File: src/rtl/run_seq_ctrl_if.sv
// Handshake bundle for run_seq_ctrl: word input channel and count output channel.
// master drives words and accepts counts; slave is the sequencer side.
interface run_seq_ctrl_if #(
  parameter int unsigned WORD_W = 8,
  parameter int unsigned CNT_W  = 4
);
  logic              in_valid;
  logic              in_ready;
  logic [WORD_W-1:0] in_word;
  logic              out_valid;
  logic              out_ready;
  logic [CNT_W-1:0]  out_count;

  modport master (
    output in_valid, in_word, out_ready,
    input  in_ready, out_valid, out_count
  );

  modport slave (
    input  in_valid, in_word, out_ready,
    output in_ready, out_valid, out_count
  );
endinterface

File: src/rtl/run_seq_ctrl.sv
// Run sequencer: takes a word over valid/ready, scans it MSB-first one bit per
// clock through a consecutive-equal-bit run detector, and returns the number of
// matches over a second valid/ready handshake.
// Optional build macro RUN_SEQ_CARRY_RUN_EN: when defined, the run state carries
// across word boundaries and is cleared only by reset.
module run_seq_ctrl #(
  parameter int unsigned WORD_W  = 8,
  parameter int unsigned RUN_LEN = 4,
  parameter int unsigned CNT_W   = 4
) (
  input  logic          clock,
  input  logic          reset,
  run_seq_ctrl_if.slave bus,
  output logic          match,
  output logic          busy
);

  localparam int unsigned IdxW = (WORD_W > 1) ? $clog2(WORD_W) : 1;
  localparam int unsigned RunW = $clog2(RUN_LEN + 1);
  localparam logic [IdxW-1:0]  LastIdx = IdxW'(WORD_W - 1);
  localparam logic [RunW-1:0]  RunMax  = RunW'(RUN_LEN);
  localparam logic [CNT_W-1:0] CntMax  = '1;

  typedef enum logic [1:0] {StIdle, StShift, StReport} state_e;

  state_e            state_q;
  logic [WORD_W-1:0] shreg_q;
  logic [IdxW-1:0]   idx_q;
  logic              run_bit_q, run_bit_d;
  logic [RunW-1:0]   run_cnt_q, run_cnt_d;
  logic [CNT_W-1:0]  count_q, count_d;
  logic              in_ready_q;
  logic              out_valid_q;
  logic [CNT_W-1:0]  out_count_q;
  logic              match_q;
  logic              busy_q;
  logic              cur_bit;
  logic              hit;

  // Run detector update for the bit currently at the shift-register MSB.
  always_comb begin
    cur_bit   = shreg_q[WORD_W-1];
    run_bit_d = cur_bit;
    if (run_cnt_q == '0 || cur_bit != run_bit_q) begin
      run_cnt_d = RunW'(1);
    end else if (run_cnt_q == RunMax) begin
      // Saturate so every further equal bit keeps matching (overlapping runs).
      run_cnt_d = RunMax;
    end else begin
      run_cnt_d = run_cnt_q + 1'b1;
    end
    hit     = (run_cnt_d == RunMax);
    count_d = (hit && count_q != CntMax) ? count_q + 1'b1 : count_q;
  end

  // Control FSM with all outputs registered.
  always_ff @(posedge clock) begin
    if (reset) begin
      state_q     <= StIdle;
      shreg_q     <= '0;
      idx_q       <= '0;
      run_bit_q   <= 1'b0;
      run_cnt_q   <= '0;
      count_q     <= '0;
      in_ready_q  <= 1'b1;
      out_valid_q <= 1'b0;
      out_count_q <= '0;
      match_q     <= 1'b0;
      busy_q      <= 1'b0;
    end else begin
      case (state_q)
        StIdle: begin
          match_q <= 1'b0;
          if (bus.in_valid && in_ready_q) begin
            shreg_q    <= bus.in_word;
            idx_q      <= '0;
            count_q    <= '0;
`ifdef RUN_SEQ_CARRY_RUN_EN
            // Run state deliberately kept so runs span word boundaries.
`else
            run_bit_q  <= 1'b0;
            run_cnt_q  <= '0;
`endif
            in_ready_q <= 1'b0;
            busy_q     <= 1'b1;
            state_q    <= StShift;
          end
        end
        StShift: begin
          shreg_q   <= shreg_q << 1;
          run_bit_q <= run_bit_d;
          run_cnt_q <= run_cnt_d;
          count_q   <= count_d;
          match_q   <= hit;
          idx_q     <= idx_q + 1'b1;
          if (idx_q == LastIdx) begin
            out_valid_q <= 1'b1;
            out_count_q <= count_d;
            state_q     <= StReport;
          end
        end
        StReport: begin
          match_q <= 1'b0;
          if (bus.out_ready) begin
            out_valid_q <= 1'b0;
            in_ready_q  <= 1'b1;
            busy_q      <= 1'b0;
            state_q     <= StIdle;
          end
        end
        default: begin
          state_q <= StIdle;
        end
      endcase
    end
  end

  assign bus.in_ready  = in_ready_q;
  assign bus.out_valid = out_valid_q;
  assign bus.out_count = out_count_q;
  assign match         = match_q;
  assign busy          = busy_q;

endmodule

File: src/flat_wrapper.sv
// flat-port wrapper written by rule: the top's interface ports become plain ports
module run_seq_ctrl_flat 
#(
  parameter int unsigned WORD_W  = 8,
  parameter int unsigned RUN_LEN = 4,
  parameter int unsigned CNT_W   = 4
)
  (clock, reset, match, busy, bus_in_valid, bus_in_word, bus_out_ready, bus_in_ready, bus_out_valid, bus_out_count);
  run_seq_ctrl_if #(.WORD_W(WORD_W), .CNT_W(CNT_W)) bus_i ();
  input  logic clock;
  input  logic reset;
  output logic match;
  output logic busy;
  input wire logic [$bits(bus_i.in_valid)-1:0] bus_in_valid;
  input wire logic [$bits(bus_i.in_word)-1:0] bus_in_word;
  input wire logic [$bits(bus_i.out_ready)-1:0] bus_out_ready;
  output wire logic [$bits(bus_i.in_ready)-1:0] bus_in_ready;
  output wire logic [$bits(bus_i.out_valid)-1:0] bus_out_valid;
  output wire logic [$bits(bus_i.out_count)-1:0] bus_out_count;
  assign bus_i.in_valid = bus_in_valid;
  assign bus_i.in_word = bus_in_word;
  assign bus_i.out_ready = bus_out_ready;
  assign bus_in_ready = bus_i.in_ready;
  assign bus_out_valid = bus_i.out_valid;
  assign bus_out_count = bus_i.out_count;
  run_seq_ctrl #(.WORD_W(WORD_W), .RUN_LEN(RUN_LEN), .CNT_W(CNT_W)) u_core (.clock(clock), .reset(reset), .bus(bus_i), .match(match), .busy(busy));
endmodule
File: config.mk
export PLATFORM = sky130hd
export DESIGN_NAME = run_seq_ctrl_flat
export DESIGN_NICKNAME = d
export VERILOG_FILES = /design/src/rtl/run_seq_ctrl_if.sv /design/src/rtl/run_seq_ctrl.sv /design/src/flat_wrapper.sv
export SDC_FILE = /design/constraint.sdc
export NUM_CORES = 1
export LEC_CHECK = 0
export CAP_MARGIN = 20
export CORE_ASPECT_RATIO = 2
export CORE_UTILIZATION = 55
export CTS_CLUSTER_SIZE = 16
export DETAILED_ROUTE_END_ITERATION = 8
export PLACE_DENSITY = 0.8
export SYNTH_ARGS = -nofsm -noshare
export SYNTH_HDL_FRONTEND = slang
export SYNTH_SLANG_ARGS = --single-unit
File: constraint.sdc
create_clock -name clock -period 5.7 [get_ports clock]
set_input_delay 0.57 -clock clock [delete_from_list [all_inputs] [get_ports clock]]
set_output_delay 0.57 -clock clock [all_outputs]
set_load 0.005 [all_outputs]
==> flow_metrics.env <==
export IMPL_fin_util=0.674
export IMPL_synth_seq_cells=29
export IMPL_clkPwrFrac=0.400
export IMPL_row_count=26
export IMPL_maxCapViolCount=0
export IMPL_n_antenna_cell=0
export IMPL_crit_required_ns=5.91
export IMPL_dr_wl_met3_um=79
export IMPL_antenna_found_initial=0
export IMPL_hold_start="u_core.shreg_q[2]$_SDFFE_PP0P_"
export IMPL_fin_crit_ns=2.14
export IMPL_cts_tree="built"
export IMPL_r2r_cells=6
export IMPL_grt_overflow=0
export IMPL_finClkSkew_ns=0.00602
export IMPL_yosys_warnings=0
export IMPL_core_area_um2=2600
export IMPL_postCtsHoldBufs=0
export IMPL_ir_drop_uv=193
export IMPL_synth_cells=179
export IMPL_ys_seq_area_frac=0.381
export IMPL_start_util=0.585
export IMPL_finalNonFillerCells=223
export IMPL_tightestPinTransition_ns=0.899
export IMPL_rsz0062_at_grt="false"
export IMPL_design_area_um2=1750
export IMPL_clk_latency_ns=0.28
export IMPL_pwr_share_seq=0.474
export IMPL_holdPathStages=2
export IMPL_fmax_ghz=0.468
export IMPL_yosysUniqueCellTypes=38
export IMPL_post_cts_buffers=0
export IMPL_crit_type="reg -> reg"
export IMPL_cp_end_kind="flip-flop"
export IMPL_grt_pass1_vias=1337
export IMPL_hold_class="reg -> reg"
export IMPL_routedWlPerCell_um=14.0
export IMPL_path_clk_slew_ns=0.06
export IMPL_grt_first_pass_wirelength_mm=5.53
export IMPL_wl_met2_mm=1.76
export IMPL_finalCritPeriodShare=0.375
export IMPL_timing_hold_violations_final=0
export IMPL_path_max_fanout=12
export IMPL_clock_root_buffer="clkbuf_8"
export IMPL_die_x_um=39.2
export IMPL_ant_nets=0
export IMPL_r2r_end="u_core.bus.out_count[3]$_SDFFE_PP0P_"
export IMPL_grt_start_max_net_pins=37
export IMPL_crit_buf_inv=1
export IMPL_first_iter_violations=29
export IMPL_crit_cells=6
export IMPL_finalSetupViolCount=0
export IMPL_p_int_uw=348
export IMPL_reg2reg_slack_ns=3.56
export IMPL_vias_per_cell=6.06
export IMPL_drc_errors=0
export IMPL_syn_to_final_growth_pct=15.2
export IMPL_slowest_stage="or4_1"
export IMPL_placed_cells=215
export IMPL_cts_htree_levels=2
export IMPL_critPathMaxStageDelay_ns=0.55
export IMPL_pwr_share_comb=0.126
export IMPL_vias=1352
export IMPL_syn_nets=196
export IMPL_dp_hpwl_mm=2.24
export IMPL_firstDrtPassIters=4
export IMPL_cp_top_family="simple AND/OR/NAND/NOR gates"
export IMPL_syn_area_per_cell_um2=8.51
export IMPL_cts_sink_count=29
export IMPL_die_h_um=76.4
export IMPL_grt_usage=0.258
export IMPL_fin_setup_tns_ns=0
export IMPL_post_cts_resized=0
export IMPL_wl_mm=3.12
export IMPL_syn_area_um2=1520
export IMPL_drive_above_1_share=0.0821
export IMPL_hold_ws_ns=0.477
export IMPL_final_nets=211
export IMPL_hold_path_end="u_core.shreg_q[3]$_SDFFE_PP0P_"
export IMPL_critPathLaunchType="flip-flop"
export IMPL_cp_arrival_ns=2.35
export IMPL_place_area_um2=1650
export IMPL_rr_startpoint="u_core.run_cnt_q[0]$_SDFFE_PP0P_"
export IMPL_p_sw_uw=119
export IMPL_io_buffers=19
export IMPL_cellLeakagePower_nw=0.666
export IMPL_design_die_area_um2=3000
export IMPL_gp_congestion=0.700
export IMPL_slew_violations=0
export IMPL_slew_headroom=0.399
export IMPL_wirelength_met1_mm=1.20
export IMPL_io_pins=20
export IMPL_cts_made_buffers=5
export IMPL_powerDensity_nw_per_um2=267
export IMPL_ctsLongestPathBuffers=2
export IMPL_top_layer_used="met4"
export IMPL_path_cells="inv_1 > ha_1 > nor3b_2 > o211ai_2 > or4_1 > a31oi_1"
export IMPL_switching_share=0.255
export IMPL_status="complete, no violations"
-- power groups by stage --
stage,logic (mW),registers (mW),clock network [mW]
finish,0.0589,0.222,0.187
global route,0.0671,0.223,0.200
CTS,0.0592,0.221,0.191
detailed placement,0.0590,0.226,0
global placement,0.0564,0.225,0
floorplan,0.0459,0.224,0
-- registers in the layout, indices dropped and copies added (netlist names) --
name	flops
u_core.shreg_q	8
u_core.bus.out_count	4
u_core.count_q	4
u_core.idx_q	3
u_core.run_cnt_q	3
u_core.state_q	2
u_core.bus.in_ready	1
u_core.bus.out_valid	1
u_core.busy	1
u_core.match	1
u_core.run_bit_q	1
-- layer usage --
layer,vias to the layer above,global-route usage
met3,6,0.0612
met1,647,0.261
met5,-,0
li1,673,-
met2,26,0.450
met4,0,0.124
-- metrics by stage --
| step | setup slack (ns) | total power, mW |
|---|---|---|
| after CTS | 3.55 | 0.472 |
| after global placement | 3.57 | 0.282 |
| after detailed placement | 3.43 | 0.285 |
| final | 3.56 | 0.468 |
| after floorplan | 3.82 | 0.270 |
| after global routing | 3.41 | 0.490 |
-- worst max path at each step --
stage	from	endpoint	slack (ns)
2_1_floorplan	u_core.run_cnt_q[0]$_SDFFE_PP0P_	u_core.count_q[3]$_SDFFE_PP0P_	3.82
3_5_place_dp	bus_in_valid	u_core.shreg_q[5]$_SDFFE_PP0P_	3.43
6_report	u_core.run_cnt_q[0]$_SDFFE_PP0P_	u_core.bus.out_count[3]$_SDFFE_PP0P_	3.56
3_3_place_gp	bus_in_valid	u_core.shreg_q[6]$_SDFFE_PP0P_	3.57
5_1_grt	u_core.run_cnt_q[0]$_SDFFE_PP0P_	u_core.bus.out_count[3]$_SDFFE_PP0P_	3.41
4_1_cts	u_core.run_cnt_q[0]$_SDFFE_PP0P_	u_core.bus.out_count[3]$_SDFFE_PP0P_	3.55
-- cell usage in the layout (no fill, tap or decap) --
| cell | instances |
|---|---|
| o21ai_0 | 5 |
| nor3_1 | 3 |
| nand4_1 | 1 |
| o31ai_1 | 3 |
| inv_1 | 6 |
| clkdlybuf4s50_1 | 19 |
| nand3_1 | 8 |
| or2_2 | 1 |
| nand3b_1 | 3 |
| nor2_1 | 24 |
| or3_1 | 2 |
| nand2b_1 | 2 |
| o211ai_1 | 1 |
| a22oi_1 | 4 |
| or4_1 | 3 |
| and2_2 | 1 |
| nor3b_2 | 1 |
| nand2b_2 | 1 |
| xor2_1 | 2 |
| clkinv_2 | 1 |
| and2b_2 | 1 |
| a21oi_1 | 9 |
| a32oi_1 | 2 |
| o41a_1 | 1 |
| nor2b_1 | 3 |
| clkbuf_8 | 7 |
| a31oi_1 | 4 |
| xnor2_1 | 1 |
| xnor2_2 | 1 |
| o21bai_1 | 5 |
| nor3b_1 | 6 |
| buf_4 | 1 |
| o211ai_2 | 1 |
| ha_1 | 5 |
| o22ai_1 | 1 |
| o211a_1 | 1 |
| a311oi_1 | 7 |
| dfxtp_1 | 29 |
| nand2_1 | 19 |
-- tightest hold or removal path: cells and delay by family, from the launching register on --
kind | cells | cell delay [ns]
simple gates | 1 | 0.06
compound gates | 1 | 0.07
flops | 1 | 0.31
-- synth_stat cells, drive strengths merged --
cell type,n,area share
a21oi,9,0.030
o41a,1,0.0074
o21bai,5,0.025
or2,1,0.0041
a31oi,4,0.016
o31ai,3,0.015
nor2,24,0.059
or3,2,0.0082
inv,6,0.015
nor3,3,0.0099
nand2b,3,0.014
o22ai,1,0.0041
nand2,19,0.047
nand3,8,0.026
a32oi,2,0.012
and2,1,0.0049
xor2,2,0.012
o21ai,5,0.016
ha,5,0.041
a311oi,7,0.040
or4,3,0.015
xnor2,2,0.016
nand3b,3,0.015
and2b,1,0.0058
nand4,1,0.0041
o211a,1,0.0066
o211ai,2,0.013
nor2b,3,0.012
dfxtp,29,0.38
nor3b,7,0.038
clkbuf,11,0.060
buf,1,0.0074
a22oi,4,0.020
-- final cells by class --
type	count	area (um2)
Clock buffer	7	96.3
Clock inverter	1	5.00
Fill cell	223	848
Inverter	6	22.5
Multi-Input combinational cell	132	817
Sequential cell	29	581
Tap cell	28	35.0
Timing Repair Buffer	20	198
-- kinds of logic after synthesis --
logic type,share of synthesized area
AOI/OAI and AO/OA,0.205
xor gates and xnor gates,0.0279
adders and majority gates,0.0411
buffers and inverters,0.0822
DFF,0.381
and+or+nand+nor,0.263
(Power assumes the default switching activity.)
